File: src/rtl/debounce_scan_ctrl.sv
`default_nettype none
// ============================================================================
//  Module      : debounce_scan_ctrl
//  Description : Time-multiplexed switch debouncer. One shared sample-tick
//                divider and one shared compare/count engine serve N_CH
//                channels; on every tick a sequencer visits the channels one
//                per clock and updates each channel's stable count and level.
//  Revision    : 1.0 - initial release
// ============================================================================
module debounce_scan_ctrl #(
    parameter int N_CH         = 4,
    parameter int TICK_DIV     = 1_000_000,
    parameter int STABLE_TICKS = 3
) (
    input  logic            clk,
    input  logic            reset,
    input  logic            en,
    input  logic [N_CH-1:0] sw,
    output logic [N_CH-1:0] db,
    output logic [N_CH-1:0] rise,
    output logic [N_CH-1:0] fall,
    output logic            tick,
    output logic            busy,
    output logic            overrun
);

    localparam int c_div_w = (TICK_DIV > 1) ? $clog2(TICK_DIV) : 1;
    localparam int c_idx_w = (N_CH > 1) ? $clog2(N_CH) : 1;
    localparam int c_cnt_w = ($clog2(STABLE_TICKS + 1) > 0) ? $clog2(STABLE_TICKS + 1) : 1;

    localparam logic [c_div_w-1:0] c_div_max  = c_div_w'(TICK_DIV - 1);
    localparam logic [c_idx_w-1:0] c_idx_last = c_idx_w'(N_CH - 1);
    localparam logic [c_cnt_w-1:0] c_cnt_max  = c_cnt_w'(STABLE_TICKS - 1);

    typedef enum logic [0:0] {
        ST_IDLE = 1'b0,
        ST_SCAN = 1'b1
    } state_t;

    logic [N_CH-1:0]    r_sync1;
    logic [N_CH-1:0]    r_sync2;
    logic [c_div_w-1:0] r_div;
    state_t             r_state;
    state_t             w_state_nxt;
    logic [c_idx_w-1:0] r_idx;
    logic [c_idx_w-1:0] w_idx_nxt;
    logic               w_proc;
    logic               w_tick;
    logic [c_cnt_w-1:0] r_cnt [N_CH];
    logic [N_CH-1:0]    r_db;
    logic [N_CH-1:0]    r_rise;
    logic [N_CH-1:0]    r_fall;
    logic               r_overrun;

    // Tick is qualified by reset so nothing pulses while reset is held.
    assign w_tick  = reset & en & (r_div == c_div_max);
    assign tick    = w_tick;
    assign busy    = (r_state == ST_SCAN);
    assign db      = r_db;
    assign rise    = r_rise;
    assign fall    = r_fall;
    assign overrun = r_overrun;

    // Two-flop synchronizer; keeps running regardless of en.
    always_ff @(posedge clk) begin
        if (!reset) begin
            r_sync1 <= '0;
            r_sync2 <= '0;
        end else begin
            r_sync1 <= sw;
            r_sync2 <= r_sync1;
        end
    end

    // Shared sample-tick divider, frozen while en is low.
    always_ff @(posedge clk) begin
        if (!reset) begin
            r_div <= '0;
        end else if (en) begin
            r_div <= (r_div == c_div_max) ? '0 : r_div + 1'b1;
        end
    end

    // Sequencer state and scan index register.
    always_ff @(posedge clk) begin
        if (!reset) begin
            r_state <= ST_IDLE;
            r_idx   <= '0;
        end else begin
            r_state <= w_state_nxt;
            r_idx   <= w_idx_nxt;
        end
    end

    // Sequencer next-state: start a scan on tick, walk channels one per clock.
    always_comb begin
        w_state_nxt = r_state;
        w_idx_nxt   = r_idx;
        w_proc      = 1'b0;
        case (r_state)
            ST_IDLE: begin
                if (w_tick) begin
                    w_state_nxt = ST_SCAN;
                    w_idx_nxt   = '0;
                end
            end
            ST_SCAN: begin
                if (en) begin
                    w_proc = 1'b1;
                    if (r_idx == c_idx_last) begin
                        w_state_nxt = ST_IDLE;
                        w_idx_nxt   = '0;
                    end else begin
                        w_idx_nxt = r_idx + 1'b1;
                    end
                end
            end
            default: begin
                w_state_nxt = ST_IDLE;
                w_idx_nxt   = '0;
            end
        endcase
    end

    // Sticky overrun: a tick landing mid-scan is dropped and flagged.
    always_ff @(posedge clk) begin
        if (!reset) begin
            r_overrun <= 1'b0;
        end else if (w_tick && (r_state == ST_SCAN)) begin
            r_overrun <= 1'b1;
        end
    end

    // Shared compare/count engine applied to the channel selected by r_idx.
    always_ff @(posedge clk) begin
        if (!reset) begin
            r_db   <= '0;
            r_rise <= '0;
            r_fall <= '0;
            for (int i = 0; i < N_CH; i++) begin
                r_cnt[i] <= '0;
            end
        end else begin
            r_rise <= '0;
            r_fall <= '0;
            if (w_proc) begin
                if (r_sync2[r_idx] == r_db[r_idx]) begin
                    r_cnt[r_idx] <= '0;
                end else if (r_cnt[r_idx] == c_cnt_max) begin
                    r_db[r_idx]  <= r_sync2[r_idx];
                    r_cnt[r_idx] <= '0;
                    if (r_sync2[r_idx]) begin
                        r_rise[r_idx] <= 1'b1;
                    end else begin
                        r_fall[r_idx] <= 1'b1;
                    end
                end else begin
                    r_cnt[r_idx] <= r_cnt[r_idx] + 1'b1;
                end
            end
        end
    end

endmodule
`default_nettype wire

File: config.mk
export PLATFORM = sky130hd
export DESIGN_NAME = debounce_scan_ctrl
export DESIGN_NICKNAME = d
export VERILOG_FILES = /design/src/rtl/debounce_scan_ctrl.sv
export SDC_FILE = /design/constraint.sdc
export NUM_CORES = 1
export LEC_CHECK = 0
export ABC_AREA = 1
export BUFFER_PORTS_ARGS = -buffer_cell sky130_fd_sc_hd__buf_2
export CAP_MARGIN = 0
export CORE_UTILIZATION = 50
export CTS_BUF_LIST = sky130_fd_sc_hd__clkbuf_4
export DETAILED_ROUTE_END_ITERATION = 12
export PLACE_DENSITY = 0.73
export SYNTH_ARGS = -nofsm -noshare
export SYNTH_HDL_FRONTEND = slang
export SYNTH_SLANG_ARGS = --single-unit
File: constraint.sdc
create_clock -name clk -period 3.85 [get_ports clk]
set_input_delay 0.385 -clock clk [delete_from_list [all_inputs] [get_ports clk]]
set_output_delay 0.385 -clock clk [all_outputs]
set_load 0.02 [all_outputs]
## Yosys cells after proc, flatten, opt, wreduce, memory -nomap -nowiden

Memories as Yosys holds them, arrays and structs flattened. A register that Yosys moved wholly into a read port is not among the register bits.
Index checks and enable logic that the tools add are counted.

- Muxes and demuxes: 40
- Reduce and logical (&&, ||, !) cells: 7
- Divide/modulo/power cells: 0
- Bitwise operators: 10
- Equal/unequal tests: 6
- $lt $le $gt $ge: 2
- Add/sub/neg operators: 3
- Multiply operators: 0
- Shift operators: 0

Operators by type and width:

| kind | count |
|---|---|
| 1-bit two-way mux | 24 |
| 20-bit by 1-bit adder with 20-bit output, second input constant | 1 |
| 20-bit equality test, second input constant | 1 |
| 20-bit two-way mux | 1 |
| 2-bit two-way mux | 9 |
| 5-bit OR reduction | 2 |
| 1-bit NOT | 6 |
| 2-bit by 1-bit adder with 2-bit output, second input constant | 2 |
| 1-bit binary-select mux with 2-bit select | 2 |
| 4-bit bitwise mux | 1 |
| 2-bit equality test, second input constant | 2 |
| 2-bit inequality test, second input constant | 2 |
| 2-bit one-hot mux with 2 select lines | 1 |
| 2-bit by 3-bit less-than comparator with 1-bit output, second input constant | 1 |
| 3-bit AND reduction | 1 |
| 1-bit bitwise AND | 2 |
| 1-bit demux with 2-bit select | 1 |
| 2-bit by 1-bit greater-or-equal comparator with 1-bit output, second input constant | 1 |
| 1-bit logical AND | 2 |
| 1-bit OR | 2 |
| 1-bit one-hot mux with 2 select lines | 1 |
| 2-bit AND reduction | 1 |
| 2-bit OR reduction | 1 |
| 1-bit equality test | 1 |

- Bits in read-only memories: 0
- Output and inout bits: 15
- Memories: 1
- Bits in writable memories: 8
- Latch bits: 0
- Bits of input ports: 7
- Register bits after elaboration: 44
- Word-level logic and storage cells: 78

Memory list:

| memory | depth | width | rd ports | clocked after Yosys merged registers in | write ports | line | source |
|---|---|---|---|---|---|---|---|
| r_cnt | 4 | 2 | 1 | 1 | 4 | 49 | `logic [c_cnt_w-1:0] r_cnt [N_CH];` |

## Logic depth before layout (Yosys ltp)

- Word-level depth: 11
- Depth in mapped cells: 11
- Gate-level depth less buffers: 10

## Worst setup path before layout

No wires, ideal clock.

- Path kind: reg-to-output
- From: reg r_div[0]
- To: out tick
- Data required time: 3.465 ns
- Stages on the path, launching flop included: 6
- Arrival time: 1.125 ns
- Buffers on the path: 0
- Slack: 2.340 ns
- Path through: dfxtp_1 ha_1 inv_1 nor3_1 nand4_1 inv_1

- Cells in the longest elaborated chain, start to end: 2

Ends and longest elaborated chain:

| element | line | source |
|---|---|---|
| start, declared | 42 | `logic [c_div_w-1:0] r_div;` |
| start signal, assigned | 80 | `r_div <= (r_div == c_div_max) ? '0 : r_div + 1'b1;` |
| 20-bit equality test | 56 | `assign w_tick = reset & en & (r_div == c_div_max);` |
| 1-bit bitwise AND | 56 |  |
| end, declared | 22 | `output logic tick,` |

Every way passes these cells.

## Final worst setup path

- From: reg r_div[4]
- To: out tick

Same word-level chain as after synthesis.

==> flow_summary.toml <==
[synthesis]
yosysUniqueCellTypes = 31
yosysWarnings = 0
synth.top_cell.area_share_pct = 37.2
syn_nets = 329
syn_inst = 316
synth_top_area_cell = "dfxtp_1"
synth_seq_cells = 54
synth.area.top_cells = "dfxtp_1 37%, edfxtp_1 9.7%, nand2_1 9.1%, inv_1 8.0%, nor2_1 5.9%"
synth-seq-area-share_pct = 47.0
syn-mean-instance-area_sq_um = 7.82
syn-cell-area_sq_um = 2470

[critical_path]
critPathKind = "reg -> out"
cp_common_cell = "inv_1"
cpPeakStageDelay_ns = 0.44
worst_setup_path_end_kind = "primary output"
arrival_ns = 1.81
start_kind = "flip-flop"
cp_data_required_time_ns = 3.46
path_cells = "nand2_2 > inv_1 > nand3_1 > nor2_1 > nand4_1 > inv_1 > buf_2"
slowest_stage = "dfxtp_1"
crit_fanout = 4

[finish]
nets = 352
nFillCells = 444
final_area_sq_um = 2710
syn2layout_area_growth_pct = 9.46
layout-drive-gt1-share_pct = 15.3
antenna_cells = 0

[pwr]
power_mw = 0.929
p_leak_nw = 1.16
power_density_nw_per_um2 = 343
peakVddDrop_uv = 201

[sta]
rsz0062_at_grt = "no"
fin_skew_ns = 0.0139
slew_headroom_pct = 67.8
hold_ws_ns = 0.195
maxSlewViolCount = 0
fmax_mhz = 455
post-route-period-util_pct = 57.1
finalSetupViolCount = 0
final.setup.tns_ns = 0
worst_pin_slew_ns = 0.482
hold_violations = 0
fin_crit_ns = 2.20

[floorplan]
ioPinCount = 22
die_y_um = 72.3
rows = 25
core_area_sq_um = 4750
die-area_sq_um = 5230
fp.dieW_um = 72.3
start_util_pct = 52.0

[drt]
viasPerCell = 4.87
antenna_left = 0
drt_wl_total_um = 4540
vias = 1982
drc_errors = 0
drtPass1Iterations = 4
first_iter_violations = 88
wire_per_inst_um = 11.2

[global_routing]
grt_max_degree = 25
antenna_found_initial = 0
grt_pass1_wl_um = 7820
overflow = 0
track_usage_pct = 19.2
grt_pass1_vias = 1781

[clock_tree]
holdBufCountCts = 0
cts_max_level = 2
clkLatencyLatePin_ns = 0.36
numCtsBuffers = 5
clockBufferDepth = 2
cts.sinks = 54
cts_tree = "built"
clk_pin_slew_ns = 0.14
cts.repair.resized = 0
cts-root-buf = "clkbuf_4"
post_cts_buffers = 0

[placement]
io_buffers = 21
gp_congestion = 0.790
place_area_sq_um = 2630
dp_hpwl_um = 3390

[min_path]
hp-class = "in -> reg"

[outcome]
status = "finished clean"

[flow_run]
drv_cap = 0
## flip-flops by register name, indices dropped and copies added, names as in the netlist, named ones only
register / count
rise: 4
db: 4
busy: 1
fall: 4
r_idx: 2
r_cnt: 8
overrun: 1
r_sync1: 4
r_sync2: 4
r_div: 20
## final timing paths
check                         from               endpoint  cells after the start  slack [ns]
max          r_div[4]$_SDFFE_PN0P_                   tick                      7        1.65
min                          sw[1]  r_sync1[1]$_SDFF_PN0_                      3        0.20
max reg2reg              flip-flop     rise[1]$_SDFF_PP0_                      9        2.03
min reg2reg  r_sync1[3]$_SDFF_PN0_  r_sync2[3]$_SDFF_PN0_                      2        0.43
## cells by family (layout without fill, tap and decap cells)
kind of cell,after synthesis,in the layout,share of synthesized area (%)
AND/OR/NAND/NOR,159,159,31.2
buffers and inverters,61,85,9.87
flip-flops,54,54,47.0
AO/OA/AOI/OAI,29,29,6.48
XOR/XNOR,7,7,2.48
adder cells (fa/ha/maj),6,6,3.04
## per-stage QoR
stage	setup slack (ns)	cells	utilization, %
6_report	1.65	407	56.9
5_1_grt	1.45	407	56.9
4_1_cts	1.65	407	56.9
3_5_place_dp	2.00	399	55.3
3_3_place_gp	2.04	399	55.3
2_1_floorplan	2.34	316	-
## critical path, delay by kind of cell, from the launching register on
family / cells / cell delay [ns]
buffers and inverters: 3 / 0.42
and+or+nand+nor: 4 / 0.62
DFF: 1 / 0.44
## report_power, final
group	total, mW	switching (mW)	internal (mW)
clock	0.312	0.169	0.143
sequential	0.584	0.00391	0.580
combinational	0.0333	0.0227	0.0106
total	0.929	0.196	0.733
## cell usage after synthesis
cell       n
inv_2      3
o21ai_1    3
nand2_4    1
nor2_2     2
nor3_2     2
nand3_1   18
ha_1       6
o21a_1     1
xor2_1     5
nor2_1    39
inv_1     53
nand4_4    1
nand2_2    8
or2_2      1
edfxtp_1   8
o31ai_1    1
nand3_2    2
a211oi_1   2
o22ai_1    1
a21oi_1   12
dfxtp_1   46
clkbuf_1   2
nor2_4     4
buf_4      2
buf_6      1
a41oi_1    1
xnor2_1    2
nand2_1   60
nor3_1     7
o21ai_0    8
nand4_1   14
## routing by layer
metal	track usage (%)	share of wire, %	vias up	wire (um)
met3	3.89	4.1	7	185
met1	24.0	47	880	2140
li1	-	-	1045	-
met2	33.0	47	50	2140
met4	6.54	1.7	0	79
met5	0	0	-	0
## area by class of cell
cell class	count	area (sq um)	area share (%)
inverter	56	210	7.77
sequential	54	1160	42.9
tap	67	83.8	3.10
clock buffer	6	45.0	1.66
multi-input combinational	201	1070	39.4
timing repair buffer	21	105	3.88
clock inverter	2	33.8	1.25
## cell usage in the layout, fill, tap and decap left out
master,instances
a211oi_1,2
a21oi_1,12
a41oi_1,1
buf_2,21
bufinv_16,1
clkbuf_4,6
clkinv_1,1
dfxtp_1,46
edfxtp_1,8
ha_1,6
inv_1,53
inv_2,3
nand2_1,60
nand2_2,8
nand2_4,1
nand3_1,18
nand3_2,2
nand4_1,14
nand4_4,1
nor2_1,39
nor2_2,2
nor2_4,4
nor3_1,7
nor3_2,2
o21a_1,1
o21ai_0,8
o21ai_1,3
o22ai_1,1
o31ai_1,1
or2_2,1
xnor2_1,2
xor2_1,5
Note: power is estimated with default switching activity, not from simulation.
